==> src/rtl/cam_pkg.sv <==
// cam_pkg: shared state type, pixel format constants and address sizing for the camera capture path
package cam_pkg;
  typedef enum logic [1:0] {IDLE, SYNC, WAIT_FRAME, CAPTURE} state_t;
  localparam int R_W = 5;
  localparam int G_W = 6;
  localparam int B_W = 5;
  localparam int PIX_W = R_W + G_W + B_W;
  function automatic int addr_width(input int w, input int h, input int sub);
    int n;
    n = (w >> sub) * (h >> sub);
    return n > 1 ? $clog2(n) : 1;
  endfunction
endpackage

==> src/rtl/cam_capture_ctrl_if.sv <==
// cam_capture_ctrl_if: frame-buffer pixel write port with valid/ready handshake
interface cam_capture_ctrl_if import cam_pkg::*; #(parameter int ADDR_W = 19);
  logic wr_valid;
  logic wr_ready;
  logic [ADDR_W-1:0] wr_addr;
  logic [PIX_W-1:0] wr_data;
  modport master(output wr_valid, wr_addr, wr_data, input wr_ready);
  modport slave(input wr_valid, wr_addr, wr_data, output wr_ready);
endinterface

==> src/rtl/cam_pix_pack.sv <==
// cam_pix_pack: byte phase, byte pairing into RGB565 pixels and decimation keep decision
module cam_pix_pack import cam_pkg::*; #(parameter int SUB = 0) (
  input  logic             clk,
  input  logic             rst,
  input  logic             en,
  input  logic             clr,
  input  logic [7:0]       dat,
  input  logic [1:0]       col_lsb,
  input  logic [1:0]       row_lsb,
  output logic             phase,
  output logic             pix_ok,
  output logic             keep,
  output logic [PIX_W-1:0] pix
);
  localparam logic [1:0] M = 2'((1 << SUB) - 1);
  logic [7:0] hi;
  assign pix_ok = en & phase;
  assign pix = {hi, dat};
  assign keep = ((col_lsb | row_lsb) & M) == 2'b00;
  always_ff @(posedge clk) begin
    if (rst || clr) phase <= 1'b0;
    else if (en) phase <= ~phase;
    if (en && !phase) hi <= dat;
  end
endmodule

==> src/rtl/cam_capture_ctrl.sv <==
// cam_capture_ctrl: camera frame capture sequencer with geometry checks and a single-slot pixel write port
module cam_capture_ctrl import cam_pkg::*; #(
  parameter int IMG_W  = 640,
  parameter int IMG_H  = 480,
  parameter int SUB    = 0,
  parameter int ADDR_W = addr_width(IMG_W, IMG_H, SUB)
) (
  input  logic                clk,
  input  logic                reset,
  input  logic                cam_vsync,
  input  logic                cam_href,
  input  logic [7:0]          cam_dat,
  input  logic                start,
  input  logic                continuous,
  input  logic                abort,
  cam_capture_ctrl_if.master  fb,
  output logic                busy,
  output logic                frame_done,
  output logic                err_line,
  output logic                err_frame,
  output logic                overrun
);
  localparam int CW = $clog2(IMG_W + 2);
  localparam int RW = $clog2(IMG_H + 2);
  localparam logic [CW-1:0] W_END = CW'(IMG_W);
  localparam logic [RW-1:0] H_END = RW'(IMG_H);
  state_t state;
  logic cont, vs_d, hr_d;
  logic [CW-1:0] col;
  logic [RW-1:0] row;
  logic [ADDR_W-1:0] addr;
  logic phase, pix_ok, keep;
  logic [PIX_W-1:0] pix;
  logic vs_rise, vs_fall, hr_fall, cap, clr, take;
  assign vs_rise = cam_vsync & ~vs_d;
  assign vs_fall = ~cam_vsync & vs_d;
  assign hr_fall = ~cam_href & hr_d;
  assign cap = state == CAPTURE;
  assign clr = (state == WAIT_FRAME && vs_fall) || (cap && hr_fall);
  assign take = pix_ok && keep && col < W_END && row < H_END;
  cam_pix_pack #(.SUB(SUB)) u_pack (
    .clk,
    .rst(reset),
    .en(cap & cam_href),
    .clr,
    .dat(cam_dat),
    .col_lsb(col[1:0]),
    .row_lsb(row[1:0]),
    .phase,
    .pix_ok,
    .keep,
    .pix
  );
  always_ff @(posedge clk) begin
    vs_d <= cam_vsync;
    hr_d <= cam_href;
    frame_done <= 1'b0;
    if (reset) begin
      state <= IDLE;
      busy <= 1'b0;
      cont <= 1'b0;
      err_line <= 1'b0;
      err_frame <= 1'b0;
      overrun <= 1'b0;
      fb.wr_valid <= 1'b0;
      fb.wr_addr <= '0;
      fb.wr_data <= '0;
      col <= '0;
      row <= '0;
      addr <= '0;
    end else if (abort) begin
      state <= IDLE;
      busy <= 1'b0;
      fb.wr_valid <= 1'b0;
    end else begin
      if (fb.wr_valid && fb.wr_ready) fb.wr_valid <= 1'b0;
      if (take) begin
        addr <= addr + 1'b1;
        if (fb.wr_valid && !fb.wr_ready) overrun <= 1'b1;
        else begin
          fb.wr_valid <= 1'b1;
          fb.wr_addr <= addr;
          fb.wr_data <= pix;
        end
      end
      if (pix_ok && col <= W_END) col <= col + 1'b1;
      if (cap && hr_fall) begin
        if (col != W_END || phase) err_line <= 1'b1;
        if (row <= H_END) row <= row + 1'b1;
        col <= '0;
      end
      case (state)
        IDLE: if (start) begin
          state <= SYNC;
          busy <= 1'b1;
          cont <= continuous;
          err_line <= 1'b0;
          err_frame <= 1'b0;
          overrun <= 1'b0;
        end
        SYNC: if (vs_rise) state <= WAIT_FRAME;
        WAIT_FRAME: if (vs_fall) begin
          state <= CAPTURE;
          col <= '0;
          row <= '0;
          addr <= '0;
        end
        default: if (vs_rise) begin
          if (row != H_END) err_frame <= 1'b1;
          frame_done <= 1'b1;
          state <= cont ? WAIT_FRAME : IDLE;
          busy <= cont;
        end
      endcase
    end
  end
endmodule

==> src/flat_wrapper.sv <==
// flat-port wrapper written by rule: the top's interface ports become plain ports
module cam_capture_ctrl_flat import cam_pkg::*;
#(
  parameter int IMG_W  = 640,
  parameter int IMG_H  = 480,
  parameter int SUB    = 0,
  parameter int ADDR_W = addr_width(IMG_W, IMG_H, SUB)
)
  (clk, reset, cam_vsync, cam_href, cam_dat, start, continuous, abort, busy, frame_done, err_line, err_frame, overrun, fb_wr_valid, fb_wr_addr, fb_wr_data, fb_wr_ready);
  cam_capture_ctrl_if #(.ADDR_W(ADDR_W)) fb_i ();
  input  logic clk;
  input  logic reset;
  input  logic cam_vsync;
  input  logic cam_href;
  input  logic [7:0] cam_dat;
  input  logic start;
  input  logic continuous;
  input  logic abort;
  output logic busy;
  output logic frame_done;
  output logic err_line;
  output logic err_frame;
  output logic overrun;
  output wire logic [$bits(fb_i.wr_valid)-1:0] fb_wr_valid;
  output wire logic [$bits(fb_i.wr_addr)-1:0] fb_wr_addr;
  output wire logic [$bits(fb_i.wr_data)-1:0] fb_wr_data;
  input wire logic [$bits(fb_i.wr_ready)-1:0] fb_wr_ready;
  assign fb_wr_valid = fb_i.wr_valid;
  assign fb_wr_addr = fb_i.wr_addr;
  assign fb_wr_data = fb_i.wr_data;
  assign fb_i.wr_ready = fb_wr_ready;
  cam_capture_ctrl #(.IMG_W(IMG_W), .IMG_H(IMG_H), .SUB(SUB), .ADDR_W(ADDR_W)) u_core (.clk(clk), .reset(reset), .cam_vsync(cam_vsync), .cam_href(cam_href), .cam_dat(cam_dat), .start(start), .continuous(continuous), .abort(abort), .fb(fb_i), .busy(busy), .frame_done(frame_done), .err_line(err_line), .err_frame(err_frame), .overrun(overrun));
endmodule
==> config.mk <==
export PLATFORM = sky130hd
export DESIGN_NAME = cam_capture_ctrl_flat
export DESIGN_NICKNAME = d
export VERILOG_FILES = /design/src/rtl/cam_pkg.sv /design/src/rtl/cam_capture_ctrl_if.sv /design/src/rtl/cam_pix_pack.sv /design/src/rtl/cam_capture_ctrl.sv /design/src/flat_wrapper.sv
export SDC_FILE = /design/constraint.sdc
export NUM_CORES = 1
export LEC_CHECK = 0
export ABC_AREA = 0
export CAP_MARGIN = 25
export CORE_MARGIN = 10
export CORE_UTILIZATION = 49
export CTS_CLUSTER_DIAMETER = 200
export DETAILED_ROUTE_END_ITERATION = 6
export PLACE_DENSITY_LB_ADDON = 0.15
export SLEW_MARGIN = 20
export SYNTH_ARGS = -nofsm -noshare
export SYNTH_HDL_FRONTEND = slang
export SYNTH_HIERARCHICAL = 1
export SYNTH_SLANG_ARGS = --single-unit
==> constraint.sdc <==
create_clock -name clk -period 2.35 [get_ports clk]
set_input_delay 0.47 -clock clk [delete_from_list [all_inputs] [get_ports clk]]
set_output_delay 0.47 -clock clk [all_outputs]
set_load 0.005 [all_outputs]
==> metrics.yaml <==
syn_avg_cell_area_sq_um: 8.699
post_synthesis_instance_area_sq_um: 4245
die-height_um: 113.1
fin_skew_ns: 0.01147
wirelength_um: 11060
ff2ff_path_depth: 8
synth_top_cell_area_share: 0.4008
critPathArrivalTime_ns: 2.61
worstReg2RegEnd: "u_core/addr[13]"
weighted_congestion_at_the_end_of_routability_driven_global_placement: 0.9213
critical_path_class: "register to register"
crit_path_frequent_cell: "or4_4"
sequentialPowerShare: 0.561
grt_pass1_vias: 3625
cell_internal_pwr_w: 0.002119
hold_end: "u_core/hr_d"
n_antenna_cell: 0
wl_per_cell_um: 16.71
critical-path-slowest-cell: "or4_4"
cts-htree-levels: 3
number_of_drc_markers_after_the_initial_detailed_route_iteration: 246
antenna_found_initial: 0
power.switching_fraction: 0.2650
first_pass_detailed_route_iteration_total: 4
switchingPower_w: 0.0007640
grtUsageTotal: 0.1661
design.portCount: 57
post-route-drc-count: 0
power_density_nw_per_um2: 544.9
clockRootBuffer: "clkbuf_8"
sequential_area_share_after_synthesis: 0.4574
crit_path_cell_trace: "ha_4 -> and2_4 -> and2_2 -> buf_6 -> nand3b_1 -> or4_4 -> or4_4 -> a21oi_2"
timing.fmax_mhz: 433.2
worst_hold_path.num_cells: 2
run_status: "completed"
postSynth.asyncResetShare: 0
cts.hold.buffers_added: 0
clock_tree_from_tritoncts: "built"
finalNetCount: 578
place.port_buffers: 56
post-route-period-util: 0.9823
post_route_cells_drive_above_1_share: 0.1311
rsz0062_at_grt: "yes"
timing_hold_violations_final: 0
predominant_post_synthesis_flop_cell: "dfxtp_1"
synth_enable_flop_cells: 8
clkPwrFrac: 0.370
timing.final.setup_violations: 0
global_route.overflow_total: 0
worst_case_clock_buffer_depth: 2
slew_headroom: 0.5803
dr_total_vias: 3944
synthesis.instances: 488
grt_pass1_wl_um: 17830
max-cap-violations: 0
smallest_setup_slack_after_layout_ns: 0.04164
critical_path.startpoint_type: "register"
most_frequent_cells_after_synthesis: "dfxtp_1, a21oi_1, nand3_1, o21ai_0, clkbuf_1"
share_comb_of_total_power: 0.070
detailedPlacementHpwl_um: 7933
synth_area_leader_cell: "dfxtp_1"
min_period_ns: 2.308
yosysWarningCount: 6
tightest_slew_ns: 0.6272
syn_nets: 514
worst_ir_drop_vdd_mv: 0.3303
clock_insertion_delay_worst_skew_ns: 0.37
synth_seq_cells: 93
sink_count: 93
grt_start_max_net_pins: 39
tritoncts.num_buffers: 9
final_max_slew_viols: 0
worstHoldStart: "cam_href"
design.die.area_sq_um: 12790
hp-class: "input port to register"
place_worst_setup_slack_ns: -0.3557
worst-path-max-fanout: 7
filler_cell_count: 742
post_synth_main_area_contributors: "dfxtp_1, a21oi_1, nand3_1"
antenna_violating_nets_post_route: 0
post-synth-top-count-cell: "dfxtp_1"
cp.required_ns: 2.66
yosys.cell_types.count: 62
worst_setup_hold_path_clk_slew_ns: 0.10
drt-vias-per-instance: 5.958
initial_utilization: 0.5090
die_w_um: 113.1
reg2reg_from: "u_core/state[1]"
core.rowCount: 33
regToRegSetupSlack_ns: 0.04
layout-area-overhead-vs-synth_pct: 24.61
post-layout-total-power_w: 0.002883
crit_path_end_kind: "register"
cp_slowest_stage_delay_ns: 0.58
core_region_area_sq_um: 8341
timing.hold.ws_ns: 0.3875
static-leakage-power_nw: 1.724
## flip-flops by register name, summed over array words and instances, names as in the netlist, 2 cells and up
signal,count
u_core/row,9
u_core/addr,19
u_core/u_pack/hi,8
u_core/col,10
u_core/fb.wr_data,16
u_core/state,2
u_core/fb.wr_addr,19
## kinds of logic after synthesis
| family | count (synthesis) | synth area share |
|---|---|---|
| AOI/OAI and AO/OA | 148 | 0.1951 |
| other | 1 | 0.0008833 |
| buffers and inverters | 51 | 0.05540 |
| xor gates and xnor gates | 5 | 0.01031 |
| adders and majority gates | 10 | 0.02947 |
| DFF | 93 | 0.4574 |
| muxes | 4 | 0.009432 |
| and+or+nand+nor | 176 | 0.2420 |
## placed cells by master (no fill, tap or decap), types with 5 or more instances in the layout
master / synthesis / final
dfxtp_1: 85 / 83
a21oi_1: 63 / 60
clkdlybuf4s50_1: 0 / 55
nand3_1: 54 / 54
o21ai_0: 51 / 51
buf_4: 9 / 30
nand2_1: 22 / 22
inv_1: 15 / 15
nor2_1: 15 / 15
or3_1: 15 / 15
clkbuf_8: 0 / 9
ha_1: 10 / 9
nor4_1: 8 / 8
nand4_1: 8 / 8
edfxtp_1: 8 / 8
nand3b_1: 7 / 7
nor3_1: 8 / 7
o31ai_1: 7 / 7
nand2b_1: 5 / 5
## per-layer routing
layer	track usage	up-vias	share of wire
met5	0	-	0
met4	0.06261	0	0.017
met3	0.03381	16	0.050
met2	0.2796	113	0.50
met1	0.2038	1887	0.43
li1	-	1928	-
## power groups by stage
stage,Clock (W),Combinational [W],Sequential (W)
6_report,0.00107,0.000201,0.00162
5_1_grt,0.00117,0.000218,0.00162
4_1_cts,0.00109,0.000198,0.00161
3_5_place_dp,0,0.000197,0.00165
3_3_place_gp,0,0.000195,0.00165
2_1_floorplan,0,0.000117,0.00165
## critical path: cells and delay by family, from the launching register on
family / cells / cell delay (ns)
flops: 1 / 0.37
fa+ha+maj: 1 / 0.16
simple gates: 5 / 1.46
compound gates: 1 / 0.15
buf+inv: 1 / 0.12
## final cells by class
cell class,count,area [sq um],share of cell area
multi-input combinational,344,2127,0.4021
tap,105,131.4,0.02483
inverter,15,56.30,0.01064
sequential,93,1944,0.3675
timing repair buffer,89,830.8,0.1570
clock inverter,7,76.32,0.01443
clock buffer,9,123.9,0.02342
## worst max path at each step
stage | start | end | slack, ns | depth (start not counted)
CTS | u_core/state[0] | u_core/addr[15] | 0.009 | 8
global route | u_core/state[1] | u_core/addr[9] | -0.006 | 9
detailed placement | cam_href | u_core/addr[13] | -0.36 | 8
finish | u_core/state[1] | u_core/addr[13] | 0.04 | 8
global placement | cam_href | u_core/col[3] | -0.27 | 7
floorplan | u_core/state[0] | u_core/col[0] | 0.04 | 9
## per-stage QoR
| step | setup TNS (ns) | instances | instance area [sq um] | utilization |
|---|---|---|---|---|
| 2_1_floorplan | 0 | 488 | 4245 | - |
| 3_3_place_gp | -2.981 | 643 | 5009 | 0.6005 |
| 3_5_place_dp | -4.206 | 643 | 5009 | 0.6005 |
| 4_1_cts | 0 | 659 | 5211 | 0.6248 |
| 5_1_grt | -0.01054 | 662 | 5290 | 0.6343 |
| 6_report | 0 | 662 | 5290 | 0.6343 |
## repair_timing
| item | CTS | global route |
|---|---|---|
| pin swaps | 0 | 4 |
| endpoints found under the setup margin | 5 | 9 |
| endpoints found under the hold margin | 0 | 0 |
| buffers inserted | 0 | 3 |
| resized for setup | 1 | 16 |
(Power assumes the default switching activity.)
